[src/rtl/lbm_step_ctrl.sv]
// D2Q9 lattice-Boltzmann step controller: lattice init, one-cell-per-clock collide pass, streamer handoff.
// Define LBM_BOUNCEBACK_EN to write reversed pre-collision populations for cells inside the obstacle rectangle.
module lbm_step_ctrl #(
  parameter int LAT_W    = 205,
  parameter int LAT_H    = 154,
  parameter int DW       = 8,
  parameter int RD_LAT   = 2,
  parameter int COLL_LAT = 4,
  parameter int OBS_X0   = 40,
  parameter int OBS_Y0   = 60,
  parameter int OBS_W    = 4,
  parameter int OBS_H    = 34,
  localparam int N       = LAT_W * LAT_H,
  localparam int ADDR_W  = $clog2(N)
) (
  input  logic              clk_in,
  input  logic              rst_n_in,
  input  logic [1:0]        sw_in,
  input  logic              step_in,
  input  logic              run_in,
  input  logic              init_in,
  output logic [ADDR_W-1:0] rd_addr_out,
  input  logic [9*DW-1:0]   rd_data_in,
  output logic [ADDR_W-1:0] wr_addr_out,
  output logic [9*DW-1:0]   wr_data_out,
  output logic              wr_en_out,
  output logic [9*DW-1:0]   coll_data_out,
  output logic              coll_valid_out,
  input  logic [9*DW-1:0]   coll_data_in,
  input  logic              coll_valid_in,
  output logic              stream_start_out,
  input  logic              stream_done_in,
  output logic              busy_out,
  output logic              step_done_out,
  output logic [31:0]       step_count_out,
  output logic [1:0]        dbg_state_out
);

  // Handshake: coll_valid_out/coll_valid_in and the stream start/done pulses are valid-only;
  // neither the collider nor the streamer can backpressure, so every asserted valid is consumed that cycle.
  typedef enum logic [1:0] {S_SETUP = 2'd0, S_WAIT = 2'd1, S_COLLIDE = 2'd2, S_STREAM = 2'd3} state_t;

  localparam logic [ADDR_W-1:0] LAST = ADDR_W'(N - 1);

  state_t              r_state, w_next;
  logic                r_step_q, w_step_rise;
  logic [ADDR_W-1:0]   r_rd_cnt, r_wr_cnt;
  logic                r_rd_active;
  logic [RD_LAT-1:0]   r_vld_pipe;
  logic                r_set_en;
  logic [ADDR_W-1:0]   r_set_addr;
  logic [9*DW-1:0]     r_set_data;
  logic [1:0]          r_sw, w_sw;
  logic                r_busy, r_stream_start, r_step_done;
  logic [31:0]         r_step_count;
  logic                w_coll_wr, w_go;
  logic [9*DW-1:0]     w_wr_word;

  function automatic logic [9*DW-1:0] init_word(input logic [1:0] sel);
    logic [DW-1:0] half;
    half = {1'b0, {(DW-1){1'b1}}};
    init_word = '0;
    for (int d = 0; d < 9; d++) begin
      case (sel)
        2'b00:   init_word[d*DW +: DW] = DW'(10);
        2'b01:   init_word[d*DW +: DW] = '0;
        2'b10:   init_word[d*DW +: DW] = half;
        default: init_word[d*DW +: DW] = (d == 3) ? half : DW'(15);
      endcase
    end
  endfunction

  always_ff @(posedge clk_in or negedge rst_n_in) begin
    if (!rst_n_in) r_state <= S_SETUP;
    else           r_state <= w_next;
  end

  always_comb begin
    w_next = r_state;
    case (r_state)
      S_SETUP:   if (r_wr_cnt == LAST) w_next = S_WAIT;
      S_WAIT: begin
        if (init_in)                   w_next = S_SETUP;
        else if (w_step_rise || run_in) w_next = S_COLLIDE;
      end
      S_COLLIDE: if (w_coll_wr && (r_wr_cnt == LAST)) w_next = S_STREAM;
      S_STREAM:  if (stream_done_in) w_next = S_WAIT;
      default:   w_next = S_SETUP;
    endcase
  end

  // sw_in is taken live on the first SETUP cycle and held for the rest of the pass.
  always_comb begin
    w_step_rise = step_in && !r_step_q;
    w_coll_wr   = (r_state == S_COLLIDE) && coll_valid_in;
    w_go        = (r_state == S_WAIT) && (w_next == S_COLLIDE);
    w_sw        = (r_wr_cnt == '0) ? sw_in : r_sw;
  end

  always_ff @(posedge clk_in or negedge rst_n_in) begin
    if (!rst_n_in) begin
      r_step_q       <= 1'b0;
      r_rd_cnt       <= '0;
      r_wr_cnt       <= '0;
      r_rd_active    <= 1'b0;
      r_vld_pipe     <= '0;
      r_set_en       <= 1'b0;
      r_set_addr     <= '0;
      r_set_data     <= '0;
      r_sw           <= '0;
      r_busy         <= 1'b0;
      r_stream_start <= 1'b0;
      r_step_done    <= 1'b0;
      r_step_count   <= '0;
    end else begin
      r_step_q       <= step_in;
      r_set_en       <= 1'b0;
      r_stream_start <= 1'b0;
      r_step_done    <= 1'b0;
      r_busy         <= (w_next != S_WAIT);
      r_vld_pipe[0]  <= r_rd_active;
      for (int i = 1; i < RD_LAT; i++) r_vld_pipe[i] <= r_vld_pipe[i-1];
      case (r_state)
        S_SETUP: begin
          r_set_en   <= 1'b1;
          r_set_addr <= r_wr_cnt;
          r_set_data <= init_word(w_sw);
          if (r_wr_cnt == '0) r_sw <= sw_in;
          r_wr_cnt   <= (r_wr_cnt == LAST) ? '0 : r_wr_cnt + 1'b1;
        end
        S_WAIT: begin
          if (w_go) begin
            r_rd_active <= 1'b1;
            r_rd_cnt    <= '0;
            r_wr_cnt    <= '0;
          end
        end
        S_COLLIDE: begin
          if (r_rd_active) begin
            if (r_rd_cnt == LAST) begin
              r_rd_active <= 1'b0;
              r_rd_cnt    <= '0;
            end else begin
              r_rd_cnt <= r_rd_cnt + 1'b1;
            end
          end
          if (w_coll_wr) r_wr_cnt <= (r_wr_cnt == LAST) ? '0 : r_wr_cnt + 1'b1;
          if (w_next == S_STREAM) r_stream_start <= 1'b1;
        end
        S_STREAM: begin
          if (stream_done_in) begin
            r_step_count <= r_step_count + 32'd1;
            r_step_done  <= 1'b1;
          end
        end
        default: ;
      endcase
    end
  end

`ifdef LBM_BOUNCEBACK_EN
  localparam int XW = (LAT_W > 1) ? $clog2(LAT_W) : 1;
  localparam int YW = (LAT_H > 1) ? $clog2(LAT_H) : 1;

  logic [9*DW-1:0] r_dly [COLL_LAT];
  logic [XW-1:0]   r_x;
  logic [YW-1:0]   r_y;
  logic            w_obs;
  logic [9*DW-1:0] w_rev;

  // Pre-collision data travels beside the collider so it lines up with coll_valid_in.
  always_ff @(posedge clk_in or negedge rst_n_in) begin
    if (!rst_n_in) begin
      for (int i = 0; i < COLL_LAT; i++) r_dly[i] <= '0;
      r_x <= '0;
      r_y <= '0;
    end else begin
      r_dly[0] <= coll_data_out;
      for (int i = 1; i < COLL_LAT; i++) r_dly[i] <= r_dly[i-1];
      if (w_go) begin
        r_x <= '0;
        r_y <= '0;
      end else if (w_coll_wr) begin
        if (r_x == XW'(LAT_W - 1)) begin
          r_x <= '0;
          r_y <= (r_y == YW'(LAT_H - 1)) ? '0 : r_y + 1'b1;
        end else begin
          r_x <= r_x + 1'b1;
        end
      end
    end
  end

  always_comb begin
    w_rev = '0;
    for (int d = 0; d < 9; d++)
      w_rev[d*DW +: DW] = r_dly[COLL_LAT-1][((d == 0) ? 0 : ((d + 3) % 8) + 1)*DW +: DW];
    w_obs = (int'(r_x) >= OBS_X0) && (int'(r_x) < OBS_X0 + OBS_W) &&
            (int'(r_y) >= OBS_Y0) && (int'(r_y) < OBS_Y0 + OBS_H);
  end

  assign w_wr_word = w_obs ? w_rev : coll_data_in;
`else
  assign w_wr_word = coll_data_in;
`endif

  assign rd_addr_out      = r_rd_cnt;
  assign coll_valid_out   = r_vld_pipe[RD_LAT-1];
  assign coll_data_out    = coll_valid_out ? rd_data_in : '0;
  assign wr_en_out        = r_set_en | w_coll_wr;
  assign wr_addr_out      = r_set_en ? r_set_addr : (w_coll_wr ? r_wr_cnt : '0);
  assign wr_data_out      = r_set_en ? r_set_data : (w_coll_wr ? w_wr_word : '0);
  assign stream_start_out = r_stream_start;
  assign busy_out         = r_busy | r_set_en;
  assign step_done_out    = r_step_done;
  assign step_count_out   = r_step_count;
  assign dbg_state_out    = r_state;

endmodule

[config.mk]
export PLATFORM = sky130hd
export DESIGN_NAME = lbm_step_ctrl
export DESIGN_NICKNAME = d
export VERILOG_FILES = /design/src/rtl/lbm_step_ctrl.sv
export SDC_FILE = /design/constraint.sdc
export NUM_CORES = 1
export LEC_CHECK = 0
export ABC_AREA = 1
export CORE_AREA = 2 2 143 145
export CTS_CLUSTER_SIZE = 20
export DETAILED_ROUTE_END_ITERATION = 6
export DIE_AREA = 0 0 145 147
export PLACE_DENSITY = 0.8
export SKIP_CTS_REPAIR_TIMING = 1
export SLEW_MARGIN = 20
export SYNTH_ARGS = -nofsm -noshare
export SYNTH_HDL_FRONTEND = slang
export SYNTH_SLANG_ARGS = --single-unit
[constraint.sdc]
create_clock -name clk_in -period 1.9 [get_ports clk_in]
set_clock_uncertainty 0.2 [all_clocks]
set_input_delay 0.38 -clock clk_in [delete_from_list [all_inputs] [get_ports clk_in]]
set_output_delay 0.38 -clock clk_in [all_outputs]
set_load 0.005 [all_outputs]
; ---- After elaboration in Yosys (flattened, before gate mapping)
; Index checks and enable logic that the tools add are counted.
[word_totals]
input_bits = 153
register_bits = 161
wordCells = 77
[op_classes]
muxes = 30
add_sub_neg = 3
eq_ne = 13
n_reduce_logical = 15
bitwise_logic = 2
[ops]
columns = op, n
row1 = 72-bit 2-to-1 mux, 3
row2 = 15-bit 2-to-1 mux, 7
row3 = 15-bit one-hot mux with 3 select lines, 1
row4 = 32-bit by 1-bit adder with 32-bit output (second input constant), 1
row5 = 15-bit by 1-bit adder with 15-bit output (second input constant), 2
row6 = 15-bit equality test (second input constant), 2
row7 = 15-bit one-hot mux with 2 select lines, 1
row8 = 7-bit one-hot mux with 3 select lines, 1
row9 = 15-bit zero test, 1
row10 = 7-bit one-hot mux with 2 select lines, 1
row11 = 2-bit 2-to-1 mux, 6
row12 = 2-bit equality test (second input constant), 5
row13 = 1-bit 2-to-1 mux, 8
row14 = 2-bit one-hot mux with 4 select lines, 1
row15 = 2-bit != test (second input constant), 3
row16 = 3-bit AND reduction, 2
row17 = 2-bit by 1-bit equality test with 1-bit output (second input constant), 2
row18 = 1-bit logical AND, 4
row19 = 2-bit zero test, 2
row20 = 2-bit AND reduction, 2
row21 = 3-bit nonzero test, 1
row22 = 2-bit by 1-bit != test with 1-bit output (second input constant), 1
row23 = 1-bit OR, 2
row24 = 1-bit one-hot mux with 2 select lines, 1
row25 = other kinds (3), 3

; ---- Logic depth before layout (Yosys ltp)
[depth]
word_depth = 10
depth_mapped = 11
depth_no_buf = 10

; ---- Worst setup path after synthesis
; Ideal clock, no wire load.
[synth_path]
path_type = register to output
startpoint = register r_state[0], in the netlist dbg_state_out[0]
endpoint = output port wr_data_out[10]
path_stages_with_launch = 9
required_time_ns = 1.320
path_buffers = 3
slack_ns = -0.006
arrival_time_ns = 1.326
path_cell_list = dfrtp_1 > buf_2 > inv_1 > nand2_1 > nor2_1 > buf_2 > buf_2 > nand3_1 > nand2_1
[synth_via]
elab_chain_cells = 4
[synth_rtl]
columns = item, line_no
row1 = from (decl), 45  ; state_t r_state, w_next;
row2 = from (signal assigned), 75  ; else r_state <= w_next;
row3 = 2-bit equality test, 95  ; w_coll_wr = (r_state == S_COLLIDE) && coll_valid_in;
row4 = 1-bit logical AND, 95
row5 = 72-bit 2-to-1 mux (2 in a row), 212  ; assign wr_data_out = r_set_en ? r_set_data : (w_coll_wr ? w_wr_word : '0);
row6 = to (decl), 25  ; output logic [9*DW-1:0] wr_data_out,
; Every way passes these cells.

; ---- Worst setup path after layout
[layout_path]
startpoint = register r_state[0], in the netlist dbg_state_out[0]
endpoint = output port wr_data_out[68]
; Same word-level chain as after synthesis.

==> flow_summary_export.csv <==
group,metric,value,unit
run_status,status,"finished with violations",
run_status,violations,"setup timing",
clock_network,cts_max_level,3,
timing,period_minus_slack,2.435,ns
finish,final_cell_area,13010,sq um
finish,nFillCells,1628,
critical_path,crit_chain,"inv_1 -> nand2_2 -> nor2_4 -> buf_6 -> buf_6 -> clkbuf_16 -> buf_8 -> nand3_2 -> nand2_1 -> clkbuf_2",
die,die_area,21320,sq um
critical_path,reg2reg_depth,16,
logic_synthesis,synth_nets,1230,
logic_synthesis,synthTopCellsByArea,"dfrtp_1, nand2_1, inv_1",
logic_synthesis,synth_area,6593,sq um
global_routing,grt.overflow.total,0,
detailed_routing,wl,36970,microns
critical_path,crit_slowest_cell,"dfrtp_1",
critical_path,crit_path_max_incr_delay,0.37,ns
timing,hold_ws,0.1651,ns
detailed_routing,wl_per_cell,19.56,microns
finish,final_cells,1890,
finish,layout-drive-gt1-share,35.09,%
critical_path,path_class,"reg2out",
pwr,leakage,7.039,nW
worst_hold_path,whs_endpoint,"r_vld_pipe[1]$_DFF_PN0_",
logic_synthesis,yosys.area.top_type_share,34.54,%
die,rows,52,
worst_hold_path,hold_path_class,"reg2reg",
logic_synthesis,async_flop_share,100.0,%
critical_path,cp_data_required_time,1.32,ns
critical_path,regToRegEndpoint,"r_wr_cnt[14]$_DFFE_PN0P_",
clock_network,path_clk_slew,0.06,ns
timing,fin_crit_sh,128.2,%
worst_hold_path,whs_path_depth,0,
die,ios,366,
global_routing,grtUsageTotal,29.56,%
placed_design,dp_cells,1746,
global_routing,use_met2,49.43,%
pwr,p_total,6.942,mW
clock_network,cts.path.max_buffers,2,
global_routing,gr-usage-met1,39.93,%
placed_design,gp_congestion,0.9605,
timing,tightestPinTransition,0.4072,ns
die,die_height,147,microns
clock_network,clk_latency,0.35,ns
logic_synthesis,synth_top_cell_by_area,"dfrtp_1",
logic_synthesis,synth_warnings,0,
logic_synthesis,ys_seq_elements,91,
run,drv_cap,0,
die,initial_core_util,33.22,%
detailed_routing,firstDrtPassIters,5,
clock_network,cts_root_buffer,"clkbuf_16",
critical_path,reg2reg_slack,-0.32,ns
critical_path,crit_top_cell,"buf_6",
global_routing,antenna_found_initial,5,
timing,worst_slack,-0.5349,ns
logic_synthesis,synth.avg_cell_area,6.156,sq um
timing,setup_tns,-51.25,ns
logic_synthesis,synthTopCellsByCount,"nand2_1, inv_1, nor2_1",
placed_design,hpwl,26650,microns
critical_path,r2r-start,"dbg_state_out[0]$_DFF_PN0_",
worst_hold_path,worstHoldStart,"r_vld_pipe[0]$_DFF_PN0_",
placed_design,post_dp_cell_area,11160,sq um
logic_synthesis,post_synth_inst_count,1071,
critical_path,cp_max_fo,6,
clock_network,cts_buffers,9,
placed_design,dpl_worst_slack,-0.7646,ns
timing,clock.fmax,410.7,MHz
critical_path,critPathLaunchType,"register",
timing,relSlewSlack,72.86,%
critical_path,crit_path_end_kind,"output port",
clock_network,clock_sinks,91,
timing,setup_violations,177,
finish,layout.nets,1770,
detailed_routing,antenna_left,0,
critical_path,crit_arrival,1.85,ns
die,core_area,19840,sq um
logic_synthesis,synth_seq_area_share,34.54,%
placed_design,port_buffers,365,
detailed_routing,routed-via-count,9551,
logic_synthesis,synth_ff_type,"dfrtp_1",
global_routing,grt_use_met3,5.497,%
clock_network,cts_tree,"built",
global_routing,busiest_layer,"met2",
global_routing,grt_pass1_vias,7988,
pwr,p_per_area,533.6,nW/um^2
global_routing,grt_max_degree,54,
finish,utilization,65.57,%
detailed_routing,drc_errors,0,
logic_synthesis,yosysUniqueCellTypes,34,
timing,drv_slew,0,
detailed_routing,drtIter0Drc,755,
finish,area_growth_syn_to_layout,97.36,%
global_routing,grt_pass1_wl,48690,microns
timing,hold_viol,0,
detailed_routing,avgViaCountPerCell,5.053,
die,die_x,145,microns
logic_synthesis,synth_edf_count,0,
pwr,ir_drop,0.3832,mV
timing,rsz0062_at_grt,"yes",
logic_synthesis,synth_most_common_cell,"nand2_1",
==> where the power goes <==
part | switching (mW) | leakage, nW | total [mW] | internal (mW)
registers | 0.165 | 1.14 | 2.28 | 2.11
logic | 1.33 | 5.73 | 2.58 | 1.25
clock network | 0.796 | 0.163 | 2.09 | 1.29
==> layout by cell type, fill, tap and decap left out, types with 26 or more instances in the layout <==
| cell | n |
|---|---|
| nand2_1 | 307 |
| clkdlybuf4s50_1 | 188 |
| inv_1 | 142 |
| buf_4 | 132 |
| nor2_1 | 108 |
| clkbuf_2 | 78 |
| nand3_1 | 71 |
| dfrtp_1 | 66 |
| nand2_2 | 62 |
| buf_2 | 57 |
| buf_6 | 48 |
| dlymetal6s2s_1 | 33 |
| o21ai_0 | 30 |
| nand3_2 | 26 |
==> worst max-delay path, delay by kind of cell, from the launching register on <==
family / cells / cell delay (ns)
buf+inv: 6 / 0.72
flops: 1 / 0.37
simple gates: 4 / 0.44
==> layout make-up <==
class / count / area, sq um / share of cell area [%]
clock buffer: 10 / 229.0 / 1.760
multi-input combinational: 765 / 4083 / 31.38
inverter: 169 / 641.9 / 4.933
timing repair buffer: 575 / 5290 / 40.66
antenna: 4 / 10.01 / 0.07693
clock inverter: 6 / 111.4 / 0.8559
sequential: 91 / 2308 / 17.74
tap: 270 / 337.8 / 2.596
==> metal layers <==
layer / share of wire [%] / wire (microns)
met5: 0.081 / 30
met4: 4.3 / 1593
met1: 40 / 14770
met2: 48 / 17560
met3: 8.1 / 3007
==> flip-flops by register name (all words and copies together) (netlist names) <==
signal,cells
stream_start_out,1
step_done_out,1
r_step_q,1
r_sw,2
r_set_addr,15
step_count_out,32
rd_addr_out,15
r_set_data,2
r_rd_active,1
r_wr_cnt,15
r_busy,1
r_set_en,1
dbg_state_out,2
r_vld_pipe,2
==> worst max-delay path by stage <==
stage                               startpoint         endpoint  slack [ns]  cells past startpoint
floorplan           dbg_state_out[0]$_DFF_PN0_  wr_data_out[10]        0.02                      8
global placement                 coll_valid_in  wr_data_out[13]       -0.75                      7
detailed placement               coll_valid_in  wr_data_out[13]       -0.76                      7
CTS                 dbg_state_out[0]$_DFF_PN0_  wr_data_out[13]       -0.80                      7
global route        dbg_state_out[0]$_DFF_PN0_  wr_data_out[68]       -0.59                     10
finish              dbg_state_out[0]$_DFF_PN0_  wr_data_out[68]       -0.53                     10
==> logic make-up (layout without fill, tap and decap cells) <==
family / count (synthesis) / count (layout) / share of synthesized area (%)
xor gates and xnor gates: 22 / 22 / 2.923
and+or+nand+nor: 662 / 662 / 42.51
buffers and inverters: 215 / 760 / 12.66
other: 0 / 4 / 0
adders and majority gates: 6 / 6 / 1.139
DFF: 91 / 91 / 34.54
AOI/OAI and AO/OA: 75 / 75 / 6.225
No activity file was read; power rests on OpenSTA's default activity.
